==> src/rtl/fc_weight_scheduler.sv <==
// fc_weight_scheduler
// Steps a MAC through NUM_WEIGHTS weight sets of FEAT_LEN pooled-feature beats.
// Each set ends with a one-cycle FLUSH in which acc_in holds the final sum.
// Optional feature macro: FC_ARGMAX_EN builds the argmax tracker that reports
// the index of the set with the largest signed sum.
module fc_weight_scheduler #(
    parameter int unsigned FEAT_LEN    = 28,
    parameter int unsigned NUM_WEIGHTS = 10,
    parameter int unsigned ACC_W       = 20
) (
    input  logic             clk,
    input  logic             reset,
    input  logic             start,
    input  logic             abort,
    input  logic             pool_valid,
    input  logic             mac_ready,
    input  logic [ACC_W-1:0] acc_in,
    output logic             pool_read_en,
    output logic [3:0]       weight_num,
    output logic [4:0]       feat_idx,
    output logic             acc_clear,
    output logic             result_valid,
    output logic             busy,
    output logic             done,
    output logic [3:0]       class_id,
    output logic             class_valid
);

    typedef enum logic [1:0] {
        S_IDLE,
        S_RUN,
        S_FLUSH,
        S_DONE
    } state_t;

    localparam logic [4:0] FEAT_LAST   = 5'(FEAT_LEN - 1);
    localparam logic [3:0] WEIGHT_LAST = 4'(NUM_WEIGHTS - 1);

    state_t     state_q;
    logic [3:0] weight_q;
    logic [4:0] feat_q;
    logic       acc_clear_q;
    logic       result_valid_q;
    logic       done_q;
    logic       beat;

    // A beat is consumed only while running and both sides are ready.
    assign beat = (state_q == S_RUN) && pool_valid && mac_ready && !abort;

    // Pass sequencer: counters, state and the registered strobes.
    always_ff @(posedge clk) begin
        if (reset || abort) begin
            state_q        <= S_IDLE;
            weight_q       <= '0;
            feat_q         <= '0;
            acc_clear_q    <= 1'b0;
            result_valid_q <= 1'b0;
            done_q         <= 1'b0;
        end else begin
            acc_clear_q    <= 1'b0;
            result_valid_q <= 1'b0;
            done_q         <= 1'b0;
            case (state_q)
                S_IDLE: begin
                    if (start) begin
                        state_q     <= S_RUN;
                        weight_q    <= '0;
                        feat_q      <= '0;
                        acc_clear_q <= 1'b1;
                    end
                end
                S_RUN: begin
                    if (beat) begin
                        if (feat_q == FEAT_LAST) begin
                            state_q        <= S_FLUSH;
                            result_valid_q <= 1'b1;
                        end else begin
                            feat_q <= feat_q + 5'd1;
                        end
                    end
                end
                S_FLUSH: begin
                    if (weight_q == WEIGHT_LAST) begin
                        state_q <= S_DONE;
                        done_q  <= 1'b1;
                    end else begin
                        state_q     <= S_RUN;
                        weight_q    <= weight_q + 4'd1;
                        feat_q      <= '0;
                        acc_clear_q <= 1'b1;
                    end
                end
                S_DONE: begin
                    state_q  <= S_IDLE;
                    weight_q <= '0;
                    feat_q   <= '0;
                end
                default: begin
                    state_q  <= S_IDLE;
                    weight_q <= '0;
                    feat_q   <= '0;
                end
            endcase
        end
    end

    assign pool_read_en = beat;
    assign weight_num   = weight_q;
    assign feat_idx     = feat_q;
    assign acc_clear    = acc_clear_q;
    // abort cancels the pass in the same cycle, so it also masks the strobes
    assign result_valid = result_valid_q && !abort;
    assign done         = done_q && !abort;
    assign busy         = (state_q != S_IDLE);

`ifdef FC_ARGMAX_EN
    logic signed [ACC_W-1:0] max_q;
    logic [3:0]              class_q;
    logic                    class_valid_q;
    logic                    take_d;

    // The first set always loads; later sets replace only on a strictly larger sum.
    always_comb begin
        take_d = (state_q == S_FLUSH) &&
                 ((weight_q == '0) || ($signed(acc_in) > max_q));
    end

    // Argmax tracker and result-valid flag.
    always_ff @(posedge clk) begin
        if (reset || abort) begin
            max_q         <= '0;
            class_q       <= '0;
            class_valid_q <= 1'b0;
        end else begin
            if (take_d) begin
                max_q   <= $signed(acc_in);
                class_q <= weight_q;
            end
            if ((state_q == S_IDLE) && start) begin
                class_valid_q <= 1'b0;
            end else if ((state_q == S_FLUSH) && (weight_q == WEIGHT_LAST)) begin
                class_valid_q <= 1'b1;
            end
        end
    end

    assign class_id    = class_q;
    assign class_valid = class_valid_q;
`else
    logic unused_acc;
    assign unused_acc  = ^acc_in;
    assign class_id    = '0;
    assign class_valid = 1'b0;
`endif

endmodule

==> config.mk <==
export PLATFORM = sky130hd
export DESIGN_NAME = fc_weight_scheduler
export DESIGN_NICKNAME = d
export VERILOG_FILES = /design/src/rtl/fc_weight_scheduler.sv
export SDC_FILE = /design/constraint.sdc
export NUM_CORES = 1
export LEC_CHECK = 0
export ABC_AREA = 0
export BUFFER_PORTS_ARGS = -buffer_cell sky130_fd_sc_hd__buf_2
export CAP_MARGIN = 15
export CELL_PAD_IN_SITES_DETAIL_PLACEMENT = 1
export CELL_PAD_IN_SITES_GLOBAL_PLACEMENT = 2
export CORE_MARGIN = 2
export CORE_UTILIZATION = 22
export DETAILED_ROUTE_END_ITERATION = 10
export PLACE_DENSITY_LB_ADDON = 0.2
export SKIP_CTS_REPAIR_TIMING = 1
export SLEW_MARGIN = 10
export SYNTH_ARGS = -nofsm -noshare
export SYNTH_HDL_FRONTEND = slang
export SYNTH_SLANG_ARGS = --single-unit
==> constraint.sdc <==
create_clock -name clk -period 2.2 [get_ports clk]
set_clock_uncertainty 0.15 [all_clocks]
set_input_delay 0.22 -clock clk [delete_from_list [all_inputs] [get_ports clk]]
set_output_delay 0.22 -clock clk [all_outputs]
set_load 0.01 [all_outputs]
Word level (Yosys, flattened, before mapping)
Cells that the tools add are included.
{ "op_classes": {"add_sub_neg": 2, "mul": 0, "div": 0, "magnitude_cmp": 0, "n_eq_ne": 10, "n_shift": 0, "n_mux": 18, "bitwise": 3, "reduce_logical": 15} }
{ "ops": {"columns": ["cell", "count"], "rows": [
  ["$mux 5", 4],
  ["$pmux 5 s4", 1],
  ["$pmux 4 s3", 1],
  ["$mux 2", 4],
  ["$mux 4", 2],
  ["$ne 2x2->1 const B", 4],
  ["$pmux 2 s4", 1],
  ["$reduce_and 3->1", 2],
  ["$add 5x1->5 const B", 1],
  ["$eq 5x5->1 const B", 1],
  ["$logic_and 1x1->1", 5],
  ["$add 4x1->4 const B", 1],
  ["$eq 2x2->1 const B", 2],
  ["$eq 4x4->1 const B", 1],
  ["$mux 1", 4],
  ["$reduce_and 4->1", 1],
  ["$not 1->1", 3],
  ["$reduce_bool 3->1", 1],
  ["$reduce_or 3->1", 1],
  ["$eq 2x1->1 const B", 1],
  ["$logic_not 2->1", 1],
  ["$ne 2x1->1 const B", 1],
  ["$pmux 1 s2", 1],
  ["$reduce_bool 2->1", 1],
  ["3 further kinds", 3]
]} }
{ "word_totals": {"register_bits": 14, "latch_bits": 0, "mem_bits_rw": 0, "romBits": 0, "in_bits": 26, "output_inout_bits": 19, "word_cells": 54, "memories": 0} }

Longest topological paths before layout
{ "depth": {"word_depth": 6, "depth_mapped": 6, "mapped_depth_nobuf": 6} }

Worst setup path before layout
Ideal clock, no wire load.
{ "synth_timing": {"kind": "register -> register", "from": "register weight_q[1], in the netlist weight_num[1]", "to": "register feat_q[3], in the netlist feat_idx[3]", "setup_ns": 0.123, "t_arrival_ns": 1.615, "required_ns": 1.927, "setup_slack_ns": 0.312, "path_stages_with_launch": 7, "n_path_buf": 0, "synth_period_minus_slack_ns": 1.888, "path_cell_list": "dfxtp_1 -> inv_1 -> ha_1 -> and3b_1 -> and2_1 -> or2_1 -> a311o_2"} }
{ "synth_via": {"elab_chain_len": 3} }
{ "synth_lines": {"columns": ["element", "line_no", "rtl"], "rows": [
  ["from (decl)", "40", "logic [3:0] weight_q;"],
  ["from (signal assigned)", "88", "weight_q <= weight_q + 4'd1;"],
  ["$eq 4x4->1", "83", "if (weight_q == WEIGHT_LAST) begin"],
  ["$ne 2x2->1 (no source line)", null, null],
  ["$reduce_and 4->1 (no source line)", null, null],
  ["to (signal assigned)", "78", "feat_q <= feat_q + 5'd1;"],
  ["to (decl)", "41", "logic [4:0] feat_q;"]
]} }
No other way between the ends.
A chain may end at the register's enable or synchronous reset.

Worst setup path in the final report
{ "layout_timing": {"from": "register feat_q[0], in the netlist feat_idx[0]", "to": "register feat_q[4], in the netlist feat_idx[4]"} }
{ "layout_via": {"elab_chain_len": 4, "elab_cells_between_ends": 7, "classes_between": "add/sub: 1; eq/ne: 2; mux: 3; reduce/logical: 1"} }
{ "layout_lines": {"columns": ["element", "line_no", "rtl"], "rows": [
  ["$add 5x1->5", "78", null],
  ["$mux 5", "74", "if (feat_q == FEAT_LAST) begin"],
  ["$mux 5", "73", "if (beat) begin"],
  ["$pmux 5 s4", "63", "case (state_q)"]
]} }
Several ways; a longest one is shown, not always the timed one. The select of a mux whose other input is x is not followed.

==> results list <==
- The worst setup path is captured at a flip-flop.
- Die Height: 63.53 microns
* Worst setup SP type: flip-flop
- Clock buffer depth: 2
- Using the TritonRoute via totals, the vias-per-cell ratio works out to 4.522.
* Initial standard-cell utilization of the core: 23.18%
- Grt met1 use: 12.07%
* Standby leakage power: 0.4094 nW
- Number of setup violations in the final report: 0
- Rows: 21
* Maximum fanout count along the critical path: 4
- The worst hold path terminates at state_q[0].
- Reg2reg setup slack: 280 ps
- Summed over all layers, the routed wires come to 1.956 mm.
* Number of standard cells after synthesis: 91
* Total net switching power: 0.0001233 W
- Antenna Diode Count: 0
- Core area: 3363 sq um
* Avg Cell Area, Syn: 8.566 sq um
- Of the total synthesized cell area, the portion taken by full adders, half adders and majority gates is 4.815%.
- By area, the combinational part of the netlist is dominated by simple AND/OR/NAND/NOR gates.
- Vias in the first global route: 725
- Final estimated routing congestion in global placement: 0.7518
* Hold-critical path depth: 3
- The first global-routing pass estimated 3.277 mm of wire.
- Post-DRT Antenna Nets: 0
* Vias: 719
- Switching Share: 25.00%
* Most congested layer reported by global routing: met2
- Combined area of all synthesized cells: 779.5 sq um
* Post-synthesis xor/xnor area fraction: 3.371%
- Arrival time of data at the critical path endpoint: 1960 ps
- After global routing the overflow that remains totals 0.
* Most frequent cells in the layout: 19 x buf_2, 14 x dfxtp_1, 7 x nor3_1, 6 x a21oi_1, 6 x nor2_1
- The run finished with clean final reports.
* Sum of internal, switching and leakage power: 0.0004929 W
- Of all flip-flops after synthesis, the portion carrying an async set or reset was 0%.
- Timing would allow up to 520.1 MHz.
* Clock insertion delay at the later pin of the skew report: 290 ps
- Area fraction in compound gates after synthesis: 12.04%
- The number of slew-limit violations in the final report came to 0.
* Relative area change from synthesis to final layout: 22.15%
* Share of synthesized area spent on multiplexers: 1.284%
* Hold Crit Start: start
- Pin count of the biggest net entering global routing: 11
- Number of cells traversed by the worst register-to-register path: 5
- The library cell used most frequently in the layout, excluding fill and tap cells, is buf_2.
* Clock Pin Slew Worst Setup and Hold Paths: 100 ps
- Initial antenna violation count: 0
- Comb pwr share: 7.8%
* Met3 GRT Util: 3.393%
- Among all flip-flop cells after synthesis, the most frequent one is dfxtp_1.
- In this run the tightest slew margin relative to its limit is 63.23%.
- Area share of and/or/nand/nor cells after synthesis: 35.15%
* Sequential share of power: 52.2%
- The worst-case IR drop observed on VDD is 265.1 uV.
- In this run the number of H-tree levels came out at 1.
- The tree is rooted in a clkbuf_4.
- Yosys mapped a number of flops with a built-in enable equal to 0.
- Number of library cell types mapped by synthesis: 36
- Die area: 4035 sq um
- Final critical-path share of the clock period: 87.40%
- At the pin with the least slew margin, the transition time is 551.5 ps.
- The net count of the finished layout is 143.
* DRC marker count from the first detailed-route iteration: 14
* Count of boundary I/O pins: 45
* Number of maximum-capacitance constraint violations: 0
- Avg WL per Cell: 12.30 microns
- Sequential cells were found to cover 35.96% of the synthesized design area.
* Filler cell count: 458
* Worst min-delay path class: input pin to flip-flop
- After synthesis the netlist holds a flip-flop and latch count of 14.
- The first detailed-routing pass took 3 iterations.
- Global-route met2 utilization: 17.76%
* Number of buffers created by CTS: 3
- Total of buffers placed on input and output ports: 19
- Die extent in x: 63.53 microns
- Layout cells sized above 1: 24.78%
- Internal power comes to 0.0003697 W.
- Yosys warns: 0
- In this run the critical register-to-register path is launched from feat_idx[0].
- Clock group share of total power: 40.1%
- Power density of the placed cells: 517.7 nW/um^2
- GRT Overall Usage: 10.22%
- Data on the critical path is required at its endpoint by 2240 ps.
- Crit path kind: flip-flop to flip-flop
* Clock sink count: 14
- Setup repair after global routing missed its margin: false
- In the routed design, unresolved DRC markers number 0.
- The wire-length estimate of the detail-placed layout is 1.506 mm.
- CTS tree: done
- Reg-to-Reg End: feat_idx[4]
- Post-route minimum period: 1923 ps
- Setup total negative slack on the finished layout was measured at 0 ps.
* Number of endpoints with negative hold slack in the final report: 0
- Core utilization of the finished layout: 28.31%
-- metrics by stage --
| step | setup WS [ps] | hold WS, ps | std cells | area [sq um] |
|---|---|---|---|---|
| after floorplan | 312.1 | 263.6 | 95 | 794.5 |
| final | 277.1 | 111.5 | 159 | 952.2 |
| after global routing | 132.5 | 134.6 | 159 | 952.2 |
| after global placement | 275.7 | 342.0 | 155 | 915.9 |
| after detailed placement | 282.9 | 355.0 | 155 | 915.9 |
| after CTS | 269.4 | 104.2 | 159 | 952.2 |
-- metal layers --
layer / wire, microns / share of wire (%)
met5: 0 / 0
met4: 20 / 1.0
met3: 88 / 4.5
met2: 923 / 47
met1: 925 / 47
-- cell families (layout without fill, tap and decap cells) --
logic type | Yosys count | count (layout)
other cells | 1 | 5
simple gates | 46 | 46
flops | 14 | 14
mux | 1 | 1
buf+inv | 9 | 27
compound gates | 14 | 14
fa+ha+maj | 3 | 3
xor+xnor | 3 | 3
-- synthesized netlist by cell type, types with 2 or more instances --
| master | n | area, sq um |
|---|---|---|
| buf_4 | 5 | 37.54 |
| nand2b_1 | 2 | 12.51 |
| inv_1 | 2 | 7.510 |
| or4_1 | 3 | 22.52 |
| and3_1 | 2 | 12.51 |
| nor2b_1 | 3 | 18.77 |
| nand3_1 | 4 | 20.02 |
| nor2_1 | 6 | 22.52 |
| nor3_1 | 7 | 35.03 |
| xnor2_1 | 2 | 17.52 |
| and3b_1 | 3 | 26.28 |
| dfxtp_1 | 14 | 280.3 |
| a311o_2 | 2 | 22.52 |
| ha_1 | 3 | 37.54 |
| nand2_1 | 5 | 18.77 |
| nand4b_1 | 2 | 17.52 |
| o21ai_0 | 2 | 10.01 |
| a21oi_1 | 6 | 30.03 |
-- critical path, cell delays in order (launching register included) --
cell and delay, ps:
dfxtp_1 390, ha_1 210, nand4b_1 170, a311oi_1 480
nor3_1 100, a311o_2 310
-- power by group through the flow --
stage	combinational, W	clock (W)	sequential [W]
floorplan	0.0000304	0	0.000263
global placement	0.0000381	0	0.000263
global route	0.0000428	0.000216	0.000258
finish	0.0000382	0.000197	0.000257
detailed placement	0.0000386	0	0.000263
CTS	0.0000390	0.000208	0.000257
-- area by class of cell --
type / count / area [sq um] / share of cell area (%)
inverter: 2 / 7.507 / 0.7884
clock buffer: 4 / 36.28 / 3.811
timing repair buffer: 21 / 110.1 / 11.56
sequential: 14 / 280.3 / 29.43
tap: 46 / 57.56 / 6.045
multi-input combinational: 72 / 460.4 / 48.36
-- flip-flops by register name (all words and copies together), names as in the netlist --
register / count
state_q: 2
done_q: 1
result_valid_q: 1
feat_idx: 5
weight_num: 4
acc_clear: 1
-- worst max path at each step --
stage	end	start	cells after the start	slack [ps]
floorplan	feat_idx[3]	weight_num[1]	6	310
global placement	feat_idx[3]	feat_idx[0]	5	280
detailed placement	feat_idx[4]	weight_num[1]	6	280
CTS	feat_idx[4]	feat_idx[0]	5	270
global route	feat_idx[4]	feat_idx[0]	5	130
finish	feat_idx[4]	feat_idx[0]	5	280
Note: power is estimated with default switching activity, not from simulation.
